## src/rtl/div_unit_if.sv

```systemverilog
// div_unit_if: divider request/result bundle between execute control and the divider.
interface div_unit_if #(parameter int WIDTH = 32);
    logic Start;
    logic SignedOp;
    logic [WIDTH-1:0] Dividend;
    logic [WIDTH-1:0] Divisor;
    logic RDivAck;
    logic Busy;
    logic Done;
    logic RDiv;
    logic [WIDTH-1:0] Quotient;
    logic [WIDTH-1:0] R30;
    logic DivByZero;
    modport master (
        output Start, SignedOp, Dividend, Divisor, RDivAck,
        input Busy, Done, RDiv, Quotient, R30, DivByZero
    );
    modport slave (
        input Start, SignedOp, Dividend, Divisor, RDivAck,
        output Busy, Done, RDiv, Quotient, R30, DivByZero
    );
endinterface

```

## src/rtl/div_unit.sv

```systemverilog
// div_unit: iterative radix-2 restoring signed/unsigned divider; remainder strobed to R30 via RDiv.
module div_unit #(
    parameter int WIDTH = 32
) (
    input logic nativeCLK,
    input logic Reset,
    div_unit_if.slave bus
);
    localparam int COUNT_W = $clog2(WIDTH) + 1;
    localparam logic [2:0] IDLE = 3'd0;
    localparam logic [2:0] PREP = 3'd1;
    localparam logic [2:0] ITER = 3'd2;
    localparam logic [2:0] FIX = 3'd3;
    localparam logic [2:0] DONE = 3'd4;
    logic [2:0] state;
    logic signedOp, qNeg, rNeg;
    logic [WIDTH-1:0] quo, dvs, rem;
    logic [COUNT_W-1:0] count;
    logic [WIDTH:0] shifted, diff;
    // quo starts as the dividend and shifts out its MSB while quotient bits shift in
    assign shifted = {rem, quo[WIDTH-1]};
    assign diff = shifted - {1'b0, dvs};
    assign bus.Busy = (state == PREP) || (state == ITER) || (state == FIX);
    always_ff @(posedge nativeCLK) begin
        if (Reset) begin
            state <= IDLE;
            signedOp <= 1'b0;
            qNeg <= 1'b0;
            rNeg <= 1'b0;
            quo <= '0;
            dvs <= '0;
            rem <= '0;
            count <= '0;
            bus.Done <= 1'b0;
            bus.RDiv <= 1'b0;
            bus.Quotient <= '0;
            bus.R30 <= '0;
            bus.DivByZero <= 1'b0;
        end else begin
            // RDiv rises one cycle after DONE entry so an ack can only follow a visible strobe
            bus.Done <= (state == DONE) && !bus.RDiv;
            bus.RDiv <= (state == DONE) && !(bus.RDiv && bus.RDivAck);
            case (state)
                IDLE: if (bus.Start) begin
                    state <= PREP;
                    signedOp <= bus.SignedOp;
                    quo <= bus.Dividend;
                    dvs <= bus.Divisor;
                end
                PREP: if (dvs == '0) begin
                    bus.Quotient <= '1;
                    bus.R30 <= quo;
                    bus.DivByZero <= 1'b1;
                    state <= DONE;
                end else begin
                    quo <= (signedOp && quo[WIDTH-1]) ? -quo : quo;
                    dvs <= (signedOp && dvs[WIDTH-1]) ? -dvs : dvs;
                    qNeg <= signedOp && (quo[WIDTH-1] ^ dvs[WIDTH-1]);
                    rNeg <= signedOp && quo[WIDTH-1];
                    rem <= '0;
                    count <= '0;
                    state <= ITER;
                end
                ITER: begin
                    rem <= diff[WIDTH] ? shifted[WIDTH-1:0] : diff[WIDTH-1:0];
                    quo <= {quo[WIDTH-2:0], !diff[WIDTH]};
                    count <= count + 1'b1;
                    state <= (count == COUNT_W'(WIDTH - 1)) ? FIX : ITER;
                end
                FIX: begin
                    bus.Quotient <= qNeg ? -quo : quo;
                    bus.R30 <= rNeg ? -rem : rem;
                    bus.DivByZero <= 1'b0;
                    state <= DONE;
                end
                DONE: if (bus.RDiv && bus.RDivAck) state <= IDLE;
                default: state <= IDLE;
            endcase
        end
    end
endmodule

```

## src/flat_wrapper.sv

```systemverilog
// flat-port wrapper written by rule: the top's interface ports become plain ports
module div_unit_flat 
#(
    parameter int WIDTH = 32
)
  (nativeCLK, Reset, bus_Start, bus_SignedOp, bus_Dividend, bus_Divisor, bus_RDivAck, bus_Busy, bus_Done, bus_RDiv, bus_Quotient, bus_R30, bus_DivByZero);
  div_unit_if #(.WIDTH(WIDTH)) bus_i ();
  input logic nativeCLK;
  input logic Reset;
  input wire logic [$bits(bus_i.Start)-1:0] bus_Start;
  input wire logic [$bits(bus_i.SignedOp)-1:0] bus_SignedOp;
  input wire logic [$bits(bus_i.Dividend)-1:0] bus_Dividend;
  input wire logic [$bits(bus_i.Divisor)-1:0] bus_Divisor;
  input wire logic [$bits(bus_i.RDivAck)-1:0] bus_RDivAck;
  output wire logic [$bits(bus_i.Busy)-1:0] bus_Busy;
  output wire logic [$bits(bus_i.Done)-1:0] bus_Done;
  output wire logic [$bits(bus_i.RDiv)-1:0] bus_RDiv;
  output wire logic [$bits(bus_i.Quotient)-1:0] bus_Quotient;
  output wire logic [$bits(bus_i.R30)-1:0] bus_R30;
  output wire logic [$bits(bus_i.DivByZero)-1:0] bus_DivByZero;
  assign bus_i.Start = bus_Start;
  assign bus_i.SignedOp = bus_SignedOp;
  assign bus_i.Dividend = bus_Dividend;
  assign bus_i.Divisor = bus_Divisor;
  assign bus_i.RDivAck = bus_RDivAck;
  assign bus_Busy = bus_i.Busy;
  assign bus_Done = bus_i.Done;
  assign bus_RDiv = bus_i.RDiv;
  assign bus_Quotient = bus_i.Quotient;
  assign bus_R30 = bus_i.R30;
  assign bus_DivByZero = bus_i.DivByZero;
  div_unit #(.WIDTH(WIDTH)) u_core (.nativeCLK(nativeCLK), .Reset(Reset), .bus(bus_i));
endmodule
```

## config.mk

```make
export PLATFORM = sky130hd
export DESIGN_NAME = div_unit_flat
export DESIGN_NICKNAME = d
export VERILOG_FILES = /design/src/rtl/div_unit_if.sv /design/src/rtl/div_unit.sv /design/src/flat_wrapper.sv
export SDC_FILE = /design/constraint.sdc
export NUM_CORES = 1
export LEC_CHECK = 0
export ABC_CLOCK_PERIOD_IN_PS = 4410
export BUFFER_PORTS_ARGS = -buffer_cell sky130_fd_sc_hd__buf_2
export CAP_MARGIN = 20
export CORE_MARGIN = 3
export CORE_UTILIZATION = 60
export DETAILED_ROUTE_END_ITERATION = 7
export PLACE_DENSITY = 0.82
export SLEW_MARGIN = 40
export SYNTH_ARGS = -nofsm -noshare
export SYNTH_HDL_FRONTEND = slang
export SYNTH_SLANG_ARGS = --single-unit
```

## constraint.sdc

```tcl
create_clock -name nativeCLK -period 4.41 [get_ports nativeCLK]
set_input_delay 0.441 -clock nativeCLK [delete_from_list [all_inputs] [get_ports nativeCLK]]
set_output_delay 0.441 -clock nativeCLK [all_outputs]
set_load 0.1 [all_outputs]
```

# Yosys cells after proc, flatten, opt, wreduce, memory -nomap -nowiden
# Index checks and enable logic that the tools add are counted.
[classes]
eq_ne = 11
reduce_logical = 24
muxes = 26
add_sub_neg = 5
bitwise = 2
[ops]
columns = ["op", "n"]
rows = [
  ["$mux 32", 12],
  ["$pmux 32 s2", 4],
  ["$neg 32->32", 3],
  ["$pmux 32 s3", 1],
  ["$sub 33x32->33", 1],
  ["$logic_not 32->1", 1],
  ["$pmux 3 s5", 1],
  ["$ne 2x2->1 const B", 6],
  ["$pmux 6 s2", 1],
  ["$reduce_and 2->1", 5],
  ["$mux 3", 3],
  ["$reduce_and 4->1", 2],
  ["$add 6x1->6 const B", 1],
  ["$eq 3x2->1 const B", 2],
  ["$eq 6x5->1 const B", 1],
  ["$logic_and 1x1->1", 6],
  ["$mux 6", 1],
  ["$reduce_bool 2->1", 3],
  ["$eq 3x1->1 const B", 1],
  ["$eq 3x3->1 const B", 1],
  ["$logic_not 1->1", 3],
  ["$logic_not 3->1", 1],
  ["$reduce_bool 3->1", 1],
  ["$logic_or 1x1->1", 2],
  ["other kinds (4)", 5],
]
[totals]
reg_bits = 175
output_inout_bits = 68
input_bits = 69
word_cells = 81

# Logic depth before layout (Yosys ltp)
[logic_depth]
word_depth = 4
depth_mapped = 15

# Worst setup path after synthesis
# No wires, ideal clock.
[synth_timing]
kind = "flip-flop to flip-flop"
from = "reg u_core.quo[31]"
to = "reg u_core.rem[29]"
t_arrival_ns = 3.008
n_path_buf = 2
path_stages_with_launch = 15
t_required_ns = 4.348
path_slack_ns = 1.339
period_less_slack_ns = 3.071
cell_sequence = "dfxtp_1 > inv_1 > ha_1 > fa_1 > nor2b_1 > o2111a_1 > nor3_1 > a211oi_1 > o211ai_1 > and3_1 > clkbuf_1 > or2_1 > clkbuf_1 > or4_1 > nand3_1"
[synth_via]
elab_chain_cells = 3
[synth_lines]
columns = ["item", "line_no", "source"]
rows = [
  ["start, declared", "div_unit.sv:17", "logic [WIDTH-1:0] quo, dvs, rem;"],
  ["start signal, assigned", "div_unit.sv:47", "quo <= bus.Dividend;"],
  ["start signal, assigned", "div_unit.sv:56", "quo <= (signedOp && quo[WIDTH-1]) ? -quo : quo;"],
  ["start signal, assigned", "div_unit.sv:66", "quo <= {quo[WIDTH-2:0], !diff[WIDTH]};"],
  ["$sub 33x32->33", "div_unit.sv:22", "assign diff = shifted - {1'b0, dvs};"],
  ["$mux 32", "div_unit.sv:65", "rem <= diff[WIDTH] ? shifted[WIDTH-1:0] : diff[WIDTH-1:0];"],
  ["$pmux 32 s2", "div_unit.sv:43", "case (state)"],
  ["end signal, assigned", "div_unit.sv:65", ""],
  ["end, declared", "div_unit.sv:17", ""],
]
# Every way passes these cells.
# A chain may end at the register's enable or synchronous reset.

# Worst setup path after layout
[layout_timing]
from = "reg u_core.quo[31]"
to = "reg u_core.rem[1]"
# The elaborated chain is that of the path after synthesis.

==> results.toml <==
[critical_path]
cp_max_fo = 16
crit_family = "compound AO/OA/AOI/OAI gates"
worst_r2r_path_depth = 12
critical_path_buf_inv_count = 1
crit_slowest_cell = "or2_1"
crit_cells = 12
r2r_end = "u_core.rem[1]"
path_cells = "inv_1 > ha_1 > fa_1 > nor2b_1 > o2111a_1 > nor3_1 > a211oi_1 > o211ai_1 > a21oi_1 > or2_1 > nand2_1 > a32o_1"
crit_arrival_ns = 3.90
criticalPathCategory = "flip-flop to flip-flop"
cp.required_ns = 4.74
endpoint_kind = "flip-flop"
slowest_delay_ns = 0.51
rrSetupSlack_ns = 0.85
critPathLaunchType = "flip-flop"
worst_r2r_startpoint = "u_core.quo[31]"

[detailed_routing]
routedWlPerCell_um = 19.22
wl_mm = 34.84
via_count = 11900
viasPerCell = 6.567
wl_met3_mm = 2.978
firstDrtPassIters = 8
drt_iter0_drc = 1277
wl_met1_mm = 14.06
final_antenna_net_count = 0
dr_wl_met2_mm = 16.22
top_layer = "met4"
drcViolationCount = 6

[layout]
mostFrequentLayoutCell = "nor2_1"
final-seq-area_mm2 = 0.003505
design_area_mm2 = 0.01266
multi_input_area_mm2 = 0.007297
diodes = 0
layout-area-overhead-vs-synth_pct = 10.96
drive_gt1_share_pct = 14.02
fillers = 1534
fin_nets = 1676
layout_common_cells = "nor2_1, nand2_1, dfxtp_1"

[sta]
hold_ws_ns = 0.1742
worst_pin_slew_ns = 0.7485
setup_viol = 0
slew_headroom_pct = 50.10
period_needed_ns = 3.564
finalMaxSlewViolations = 0
period_share_pct = 80.83
finClkSkew_ns = 0.01732
rsz0062_at_grt = "false"
fmax_mhz = 280.5
hold_violations = 0
setup_tns_ns = 0

[placement]
port_buffers = 136
gp_congestion = 1.001
placed_cell_area_mm2 = 0.01204
dp_hpwl_mm = 24.70

[clocking]
ctsHtreeMaxLevel = 4
numCtsBuffers = 17
cts_setup_buffers = 0
cts_tree = "yes"
root_buffer = "clkbuf_16"
clockBufferDepth = 2
clk_latency_ns = 0.46
postCtsHoldBufs = 0
clkTransAtPathRegs_ns = 0.08
cts_resized = 0
cts.sinks = 175

[run]
maxCapViolations = 0

[power_and_ir_drop]
clkPwrFrac_pct = 30.6
power.switching_mw = 2.025
max-vdd-ir-drop_mv = 0.2920
seq_power_share_pct = 37.6
power_density_mw_per_mm2 = 398.8
power.leakage_nw = 5.163
combPwrFrac_pct = 31.9
p_sw_share_pct = 40.10
internal-power_mw = 3.025

[status]
violations = "DRC"
status = "finished with violations"

[yosys]
postSynthAreaPerCell_um2 = 7.478
syn_inst = 1526
yosysWarnings = 0
synth_edf_count = 0
synthesis.nets = 1632
synthFlopType = "dfxtp_1"
synthArstFlopShare_pct = 0
synth_area_mm2 = 0.01141
yosysSeqAreaShare_pct = 30.70
ys_ff_latch = 175
synth_cell_type_count = 72

[global_routing]
track_usage_pct = 33.19
grt_overflow = 0
grt_antenna_before_repair = 0
grt_pass1_wl_mm = 55.83
grt_pass1_vias = 10830
grt_max_degree = 113

[worst_hold_path]
min_path_cells = 2
worst_hold_path_type = "primary input to flip-flop"
hp-start = "bus_RDivAck"
hold_end = "u_core.bus.RDiv"

[floorplan]
die_y_um = 143.9
start_util_pct = 62.25
core_mm2 = 0.01833
ioPinCount = 137
rows = 49
dieArea_mm2 = 0.02071
dieWidth_um = 143.9
-- logic make-up (layout without fill, tap and decap cells) --
group	after synthesis	after routing	synth area share, %
simple gates	579	579	23.50
compound gates	445	445	26.40
flops	175	175	30.70
buf+inv	171	228	5.888
xor+xnor	98	98	7.522
fa+ha+maj	37	37	4.123
mux	21	21	1.864
-- per-layer routing --
layer  vias up  global-route usage (%)
met5         -                       0
met4         0                   15.11
met3       134                   4.792
met2       643                   54.07
met1      5524                   43.60
li1       5599                       -
-- flip-flops by register name (all words and copies together) (netlist names) --
name,flops
u_core.state,3
u_core.rNeg,1
u_core.bus.DivByZero,1
u_core.rem,32
u_core.bus.Done,1
u_core.bus.Quotient,32
u_core.bus.RDiv,1
u_core.dvs,32
u_core.quo,32
u_core.count,6
u_core.signedOp,1
u_core.bus.R30,32
u_core.qNeg,1
-- power groups by stage --
stage	combinational [mW]	clock, mW	sequential (mW)
3_3_place_gp	1.54	0	1.92
4_1_cts	1.58	1.56	1.89
2_1_floorplan	1.15	0	1.97
5_1_grt	1.76	1.62	1.91
6_report	1.61	1.54	1.90
3_5_place_dp	1.57	0	1.92
-- Yosys cell counts, types with 10 or more instances --
| cell | count | area (um2) |
|---|---|---|
| nand2_1 | 188 | 705.7 |
| or3_1 | 19 | 118.9 |
| o21ai_0 | 104 | 520.5 |
| nand2b_1 | 12 | 75.07 |
| o31ai_1 | 19 | 142.6 |
| a222oi_1 | 10 | 100.1 |
| nand3_1 | 19 | 95.09 |
| buf_1 | 11 | 41.29 |
| a311oi_1 | 38 | 332.8 |
| a21o_1 | 16 | 120.1 |
| buf_2 | 15 | 75.07 |
| dfxtp_1 | 175 | 3503 |
| inv_1 | 45 | 168.9 |
| xor2_1 | 46 | 402.9 |
| nor2_1 | 196 | 735.7 |
| xnor2_1 | 52 | 455.4 |
| a22oi_1 | 18 | 135.1 |
| ha_1 | 36 | 450.4 |
| nor4_1 | 10 | 62.56 |
| nor3_1 | 59 | 295.3 |
| a211oi_1 | 37 | 277.8 |
| a221oi_1 | 27 | 236.5 |
| mux2i_1 | 19 | 190.2 |
| clkbuf_1 | 97 | 364.1 |
| a21oi_1 | 101 | 505.5 |
| nand4_1 | 11 | 68.82 |
-- per-stage QoR --
step / std cells / power, mW / worst slack, ns / util [%]
6_report: 1812 / 5.050 / 0.8456 / 69.07
2_1_floorplan: 1526 / 3.121 / 1.339 / -
3_5_place_dp: 1780 / 3.490 / 0.9174 / 65.67
4_1_cts: 1812 / 5.028 / 0.8766 / 68.97
3_3_place_gp: 1780 / 3.457 / 1.020 / 65.61
5_1_grt: 1812 / 5.291 / 0.5315 / 69.07
-- worst max path at each step --
stage	startpoint	end	slack (ns)
floorplan	u_core.quo[31]	u_core.rem[29]	1.34
global placement	u_core.quo[31]	u_core.rem[29]	1.02
detailed placement	u_core.quo[31]	u_core.rem[29]	0.92
CTS	u_core.quo[31]	u_core.rem[29]	0.88
global route	u_core.quo[31]	u_core.rem[1]	0.53
finish	u_core.quo[31]	u_core.rem[1]	0.85
-- layout make-up --
| cell class | count | share of cell area, % |
|---|---|---|
| multi-input cells | 1180 | 57.63 |
| flip-flops and latches | 175 | 27.68 |
| repair buffers | 151 | 6.314 |
| clock buffers | 18 | 3.468 |
| well taps | 229 | 2.263 |
| inverters | 45 | 1.334 |
| clock inverters | 14 | 1.314 |
(Power assumes the default switching activity.)
